--- src/rtl/dmem_bridge.sv ---
// Data-memory bridge: decodes core data accesses to on-chip RAM or handshaked I/O
// channels, sequences them and stalls the core until each access completes.
module dmem_bridge #(
  parameter int          DATA_W  = 32,
  parameter int          RAM_AW  = 11,
  parameter int          NUM_IO  = 4,
  parameter logic [31:0] IO_BASE = 32'h0001_0000,
  parameter int          TIMEOUT = 16
) (
  input  logic                     clk,
  input  logic                     reset,
  input  logic                     cpu_req,
  input  logic                     cpu_we,
  input  logic [31:0]              cpu_addr,
  input  logic [DATA_W-1:0]        cpu_wdata,
  output logic [DATA_W-1:0]        cpu_rdata,
  output logic                     cpu_ack,
  output logic                     cpu_stall,
  output logic [RAM_AW-1:0]        ram_addr,
  output logic [DATA_W-1:0]        ram_wdata,
  output logic                     ram_we,
  input  logic [DATA_W-1:0]        ram_rdata,
  output logic [NUM_IO-1:0]        io_req,
  output logic                     io_we,
  output logic [7:0]               io_addr,
  output logic [DATA_W-1:0]        io_wdata,
  input  logic [NUM_IO-1:0]        io_ack,
  input  logic [NUM_IO*DATA_W-1:0] io_rdata,
  input  logic                     err_clr,
  output logic [1:0]               err,
  output logic [2:0]               state_dbg
);

  // Handshake: cpu_req is held with stable fields until the single-cycle cpu_ack;
  // io_req[k] is held until io_ack[k] is seen or the wait times out.
  typedef enum logic [2:0] {S_IDLE, S_RAM_ACC, S_RAM_RD, S_IO_WAIT, S_RESP} state_t;

  localparam int          CNT_W     = $clog2(TIMEOUT);
  localparam logic [32:0] RAM_LIMIT = 33'(4) << RAM_AW;
  localparam logic [31:0] IO_SPAN   = 32'(NUM_IO * 256);

  state_t              state, state_n;
  logic                we_q;
  logic [RAM_AW-1:0]   ram_addr_q;
  logic [7:0]          io_addr_q;
  logic [DATA_W-1:0]   wdata_q;
  logic [DATA_W-1:0]   rdata_q;
  logic [2:0]          ch_q;
  logic [CNT_W-1:0]    cnt;
  logic [1:0]          err_q;
  logic [1:0]          err_set;

  logic [31:0]         io_off;
  logic                ram_hit, io_hit, cnt_last;
  logic [NUM_IO-1:0]   ch_onehot;
  logic                ack_sel;
  logic [DATA_W-1:0]   rdata_sel;

  assign io_off   = cpu_addr - IO_BASE;
  assign ram_hit  = {1'b0, cpu_addr} < RAM_LIMIT;
  assign io_hit   = (cpu_addr >= IO_BASE) && (io_off < IO_SPAN);
  assign cnt_last = (cnt == CNT_W'(TIMEOUT - 1));

  always_comb begin
    ch_onehot = '0;
    ack_sel   = 1'b0;
    rdata_sel = '0;
    for (int k = 0; k < NUM_IO; k++) begin
      if (ch_q == 3'(k)) begin
        ch_onehot[k] = 1'b1;
        ack_sel      = io_ack[k];
        rdata_sel    = io_rdata[k*DATA_W +: DATA_W];
      end
    end
  end

  always_ff @(posedge clk) begin
    if (reset) state <= S_IDLE;
    else       state <= state_n;
  end

  always_comb begin
    state_n   = state;
    cpu_ack   = 1'b0;
    cpu_rdata = '0;
    ram_we    = 1'b0;
    io_req    = '0;
    io_we     = 1'b0;
    err_set   = 2'b00;
    case (state)
      S_IDLE: begin
        if (cpu_req) begin
          if (ram_hit)     state_n = S_RAM_ACC;
          else if (io_hit) state_n = S_IO_WAIT;
          else begin
            state_n    = S_RESP;
            err_set[0] = 1'b1;
          end
        end
      end
      S_RAM_ACC: begin
        ram_we = we_q;
        if (we_q) begin
          cpu_ack = 1'b1;
          state_n = S_IDLE;
        end else begin
          state_n = S_RAM_RD;
        end
      end
      S_RAM_RD: begin
        cpu_rdata = ram_rdata;
        cpu_ack   = 1'b1;
        state_n   = S_IDLE;
      end
      S_IO_WAIT: begin
        io_req = ch_onehot;
        io_we  = we_q;
        if (ack_sel) state_n = S_RESP;
        else if (cnt_last) begin
          state_n    = S_RESP;
          err_set[1] = 1'b1;
        end
      end
      S_RESP: begin
        cpu_rdata = rdata_q;
        cpu_ack   = 1'b1;
        state_n   = S_IDLE;
      end
      default: state_n = S_IDLE;
    endcase
  end

  always_ff @(posedge clk) begin
    if (reset) begin
      we_q       <= 1'b0;
      ram_addr_q <= '0;
      io_addr_q  <= '0;
      wdata_q    <= '0;
      rdata_q    <= '0;
      ch_q       <= '0;
      cnt        <= '0;
      err_q      <= 2'b00;
    end else begin
      // A new error event outranks a simultaneous clear.
      err_q <= (err_q & ~{2{err_clr}}) | err_set;
      if (state == S_IDLE && cpu_req) begin
        we_q       <= cpu_we;
        ram_addr_q <= cpu_addr[RAM_AW+1:2];
        io_addr_q  <= cpu_addr[7:0];
        wdata_q    <= cpu_wdata;
        ch_q       <= io_off[10:8];
        cnt        <= '0;
        rdata_q    <= '0;
      end else if (state == S_IO_WAIT) begin
        cnt <= cnt + 1'b1;
        if (ack_sel)       rdata_q <= we_q ? '0 : rdata_sel;
        else if (cnt_last) rdata_q <= '1;
      end
    end
  end

  assign cpu_stall = cpu_req & ~cpu_ack;
  assign ram_addr  = ram_addr_q;
  assign ram_wdata = wdata_q;
  assign io_addr   = io_addr_q;
  assign io_wdata  = wdata_q;
  assign err       = err_q;
  assign state_dbg = state;

endmodule
--- config.mk ---
export PLATFORM = sky130hd
export DESIGN_NAME = dmem_bridge
export DESIGN_NICKNAME = d
export VERILOG_FILES = /design/src/rtl/dmem_bridge.sv
export SDC_FILE = /design/constraint.sdc
export NUM_CORES = 1
export LEC_CHECK = 0
export ABC_AREA = 1
export BUFFER_PORTS_ARGS = -buffer_cell sky130_fd_sc_hd__buf_2
export CORE_AREA = 2 2 140 142
export CTS_CLUSTER_DIAMETER = 120
export DETAILED_ROUTE_END_ITERATION = 6
export DIE_AREA = 0 0 142 144
export GPL_TIMING_DRIVEN = 0
export SLEW_MARGIN = 40
export SYNTH_ARGS = -nofsm -noshare
export SYNTH_HDL_FRONTEND = slang
export SYNTH_SLANG_ARGS = --single-unit
--- constraint.sdc ---
create_clock -name clk -period 3.7 [get_ports clk]
set_clock_uncertainty 0.2 [all_clocks]
set_input_delay 0.74 -clock clk [delete_from_list [all_inputs] [get_ports clk]]
set_output_delay 0.74 -clock clk [all_outputs]
set_load 0.02 [all_outputs]
; ---- Word level (Yosys, flattened, before mapping)
; Index checks and enable logic that the tools add are counted.
[word_totals]
reg_bits = 96
[op_classes]
n_addsub = 2
n_lt_le_gt_ge = 3
eq_ne = 10
muxes = 35
bitwise_logic = 5
reduce_logical = 9
[op_table]
columns = cell, count
row1 = $mux W32, 7
row2 = $pmux W32 S2, 1
row3 = $ge A32 B17 Y1 const B, 1
row4 = $lt A32 B11 Y1 const B, 1
row5 = $lt A32 B14 Y1 const B, 1
row6 = $sub A32 B17 Y32 const B, 1
row7 = $mux W1, 18
row8 = $mux W3, 5
row9 = $eq A3 B2 Y1 const B, 4
row10 = $pmux W3 S3, 1
row11 = $eq A3 B1 Y1 const B, 2
row12 = $logic_not A3 Y1, 2
row13 = $add A4 B1 Y4 const B, 1
row14 = $eq A4 B4 Y1 const B, 1
row15 = $mux W4, 1
row16 = $reduce_and A2 Y1, 2
row17 = $reduce_or A2 Y1, 2
row18 = $eq A3 B3 Y1 const B, 1
row19 = $ne A3 B3 Y1 const B, 1
row20 = $and A2 B2 Y2, 1
row21 = $logic_and A1 B1 Y1, 2
row22 = $mux W2, 1
row23 = $ne A2 B2 Y1 const B, 1
row24 = $not A2 Y2, 1
row25 = other kinds (5), 5

; ---- Longest topological paths before layout
[logic_depth]
word_depth = 8
mapped_depth = 12
ltp_nobuf = 12

; ---- Worst setup path after synthesis
; OpenSTA, ideal clock, no wires.
[synth_path]
path_kind = register -> output
from = reg state[0] (netlist: state_dbg[0])
to = out cpu_stall
arrival_time_ns = 1.757
t_required_ns = 2.760
setup_slack_ns = 1.003
stages_incl_launch_ff = 5
path_buffers = 0
cell_sequence = dfxtp_1 -> inv_2 -> nor4_1 -> a211o_1 -> nor2_1
[synth_via]
elab_chain_len = 5
elab_cells_between_ends = 7
[synth_lines]
columns = element, line_no
row1 = from (decl), 42  ; state_t state, state_n;
row2 = from (signal assigned), 79  ; else state <= state_n;
row3 = $eq A3 B3 Y1 or $eq A3 B2 Y1 (tied branches), 90  ; case (state)
row4 = $reduce_or A2 Y1 (no source line), --
row5 = $pmux W1 S2 *, 90
row6 = via cpu_ack, 17  ; output logic cpu_ack,
row7 = $not A1 Y1 *, 162  ; assign cpu_stall = cpu_req & ~cpu_ack;
row8 = $and A1 B1 Y1 *, 162
row9 = to (decl), 18  ; output logic cpu_stall,
; The timed path passes the listed nets; every way through them passes the cells marked *.

; ---- Final worst setup path
[layout_path]
from = reg state[1] (netlist: state_dbg[1])
to = out cpu_rdata[10]
[layout_via]
elab_chain_len = 2
elab_cells_between_ends = 3
[layout_lines]
columns = element, line_no
row1 = $eq A3 B3 Y1 or $eq A3 B2 Y1 (tied branches), 90
row2 = $pmux W32 S2 *, 90
row3 = to (decl), 16  ; output logic [DATA_W-1:0] cpu_rdata,
; Every way passes the cells marked *; elsewhere a longest branch is shown, timed or not.

==> run metrics <==
Post-synth top cells nand2_1 (135), nor2_1 (123), o21ai_0 (102); start point of the critical path state_dbg[1]; # port buffers 360; Hold Violations, Final 0; area grow syn2layout 46.45%; CP Capture Type output port; Die Width 142 um; reg2reg start ram_addr[6]; antenna violations before repair 0; top post-synthesis cells by area dfxtp_1 (33%), o21ai_0 (9.8%), nand2_1 (9.7%); Critical Path Max Stage Delay 0.57 ns; Core ar. 19,080 um^2; RePlAce Congestion 0.8132; CTS tree built; R2R depth 8; Synth Cell Area 5212 um^2; Slew Limit Fails 0; grt total ovfl 0; Clock transition at path regs 0.07 ns; routed vias/inst 4.672; setup bufs post-CTS 0; Final Cycle Share 89.88%; CP startpoint kind flip-flop; HPWL after DPL 17.64 mm; CTS root buffer clkbuf_16; H-tree Lvls 3; Seq cells post-synth 87; DR pass1 iterations 4; Setup-failing EPs final 0; Synth async-reset ratio 0%; Mapped Cells 748; CTS Buf Count 9; maximum fanout along the worst path 10; pwr dens 356.7 nW/um^2; Post-Route WL 21.72 mm; Slowest-stage cell, CP clkbuf_1; EDFF count, synth 0; PostCTS Resize Cnt 0; TritonCTS Sinks 87; Ys Warns 0; leakage 3.722 nW; worst skew pair latency 0.34 ns; status complete, no violations; wire per inst 15.96 um; Starting Density 27.32%; worst slew pin tran 0.6483 ns; share of the synthesized area in the top cell type 33.41%; sequential area share after synthesis 33.41%; post-route minimum period 3.325 ns; GRT Resource Usage Total 20.13%; largest net degree at the start of global routing 15; layout cells sized above 1 42.12%; DRT antenna net count 0; Main synth FF type dfxtp_1; DRC 0; syn_area_per_cell 6.969 um^2; row cnt 51; Nets 1,353; via count 6,359; post-synthesis cell type count 32; IO Pins 361; area leader, netlist dfxtp_1; cell area after layout 7634 um^2; Multi-input gate area 2741 um^2; vias in the first global route 5,839; critical path arrival 2.39 ns; Max VDD drop 0.0002016 V; Post-DP Area 7312 um^2; die area 20,450 um^2; Die Y-Extent 144 um; syn_nets 982; Setup Total Neg Slack 0 ns; first-pass GRT wire length 31.57 mm; Iteration-0 DRC Markers 161; Slew HR 56.44%; final-layout fill cell count 2,082; min-delay worst type flip-flop to flip-flop; Final Core Density 40.01%; hold path startpoint rdata_q[1]; antenna cells 0; critical path type flip-flop to output port; clk buf depth 2; Register Area 1742 um^2; unrepaired setup endpoints after global routing no; count leader, synth nand2_1; fmax 0.3007 GHz; WP data required 2.76 ns; Hold Crit Depth 2; number of max-cap violations 0; hold buffers post-CTS 0; crit-path cells inv_1 -> nor3_1 -> clkbuf_1 -> nand2_1 -> o21ai_1 -> buf_2
critical path, delay by kind of cell (launching register included):
family / cells / cell delay (ns)
flip-flops: 1 / 0.37
buffers and inverters: 3 / 0.84
AND/OR/NAND/NOR: 2 / 0.72
AO/OA/AOI/OAI: 1 / 0.12
routing by layer:
layer | vias to the layer above | global-route usage [%] | part of all wire [%]
li1 | 3219 | - | -
met3 | 22 | 5.232 | 7.7
met1 | 2840 | 22.71 | 40
met5 | - | 0 | 0
met4 | 0 | 7.316 | 2.0
met2 | 278 | 36.56 | 50
sequential cells by signal, indices dropped and copies added (netlist names):
| signal | count |
|---|---|
| io_wdata | 32 |
| rdata_q | 32 |
| ram_addr | 11 |
| cnt | 4 |
| state_dbg | 3 |
| err | 2 |
| io_addr | 2 |
| we_q | 1 |
cells in the final DEF, fill, tap and decap left out, drive strengths merged:
cell	instances
a211o	1
a21oi	9
a221oi	32
a22oi	3
buf	409
bufinv	2
clkbuf	47
clkinv	4
dfxtp	87
ha	1
inv	59
nand2	138
nand3	38
nand3b	2
nand4	4
nor2	126
nor3	7
nor3b	1
nor4	3
o211ai	32
o21ai	116
xnor2	1
xor2	1
area by class of cell:
cell class                      count  area share (%)
Clock inverter                      5           1.082
Tap cell                          238           3.901
Inverter                           60           2.950
Buffer                             86           6.605
Sequential cell                    87           22.82
Multi-Input combinational cell    515           35.91
Clock buffer                       10           3.131
Timing Repair Buffer              360           23.60
cells by family (layout without fill, tap and decap cells):
family,Yosys count,count (layout),synth area share [%]
AO/OA/AOI/OAI,193,193,26.43
XOR/XNOR,2,2,0.3361
AND/OR/NAND/NOR,319,319,25.59
buffers and inverters,146,521,13.99
adder cells (fa/ha/maj),1,1,0.2400
flip-flops,87,87,33.41
per-stage QoR:
step	hold WS (ns)	setup WS, ns	total power (W)	cells
floorplan	0.2447	1.003	0.001435	748
global placement	0.2496	0.7360	0.001744	1346
detailed placement	0.2541	0.7129	0.001749	1346
CTS	0.2639	0.3229	0.002766	1361
global route	0.2790	0.1841	0.002867	1361
finish	0.2625	0.3746	0.002723	1361
worst paths after layout:
path,endpoint,slack [ns]
worst max register to register,rdata_q[17],1.31
worst min register to register,rdata_q[1],0.26
worst min-delay path,rdata_q[1],0.26
worst max-delay path,cpu_rdata[10],0.37
where the power goes:
part	total [W]	internal, W	switching [W]
Sequential	0.00102	0.000981	0.0000389
Combinational	0.000701	0.000280	0.000421
Clock	0.00100	0.000608	0.000394
Total	0.00272	0.00187	0.000854
No activity file was read; power rests on OpenSTA's default activity.
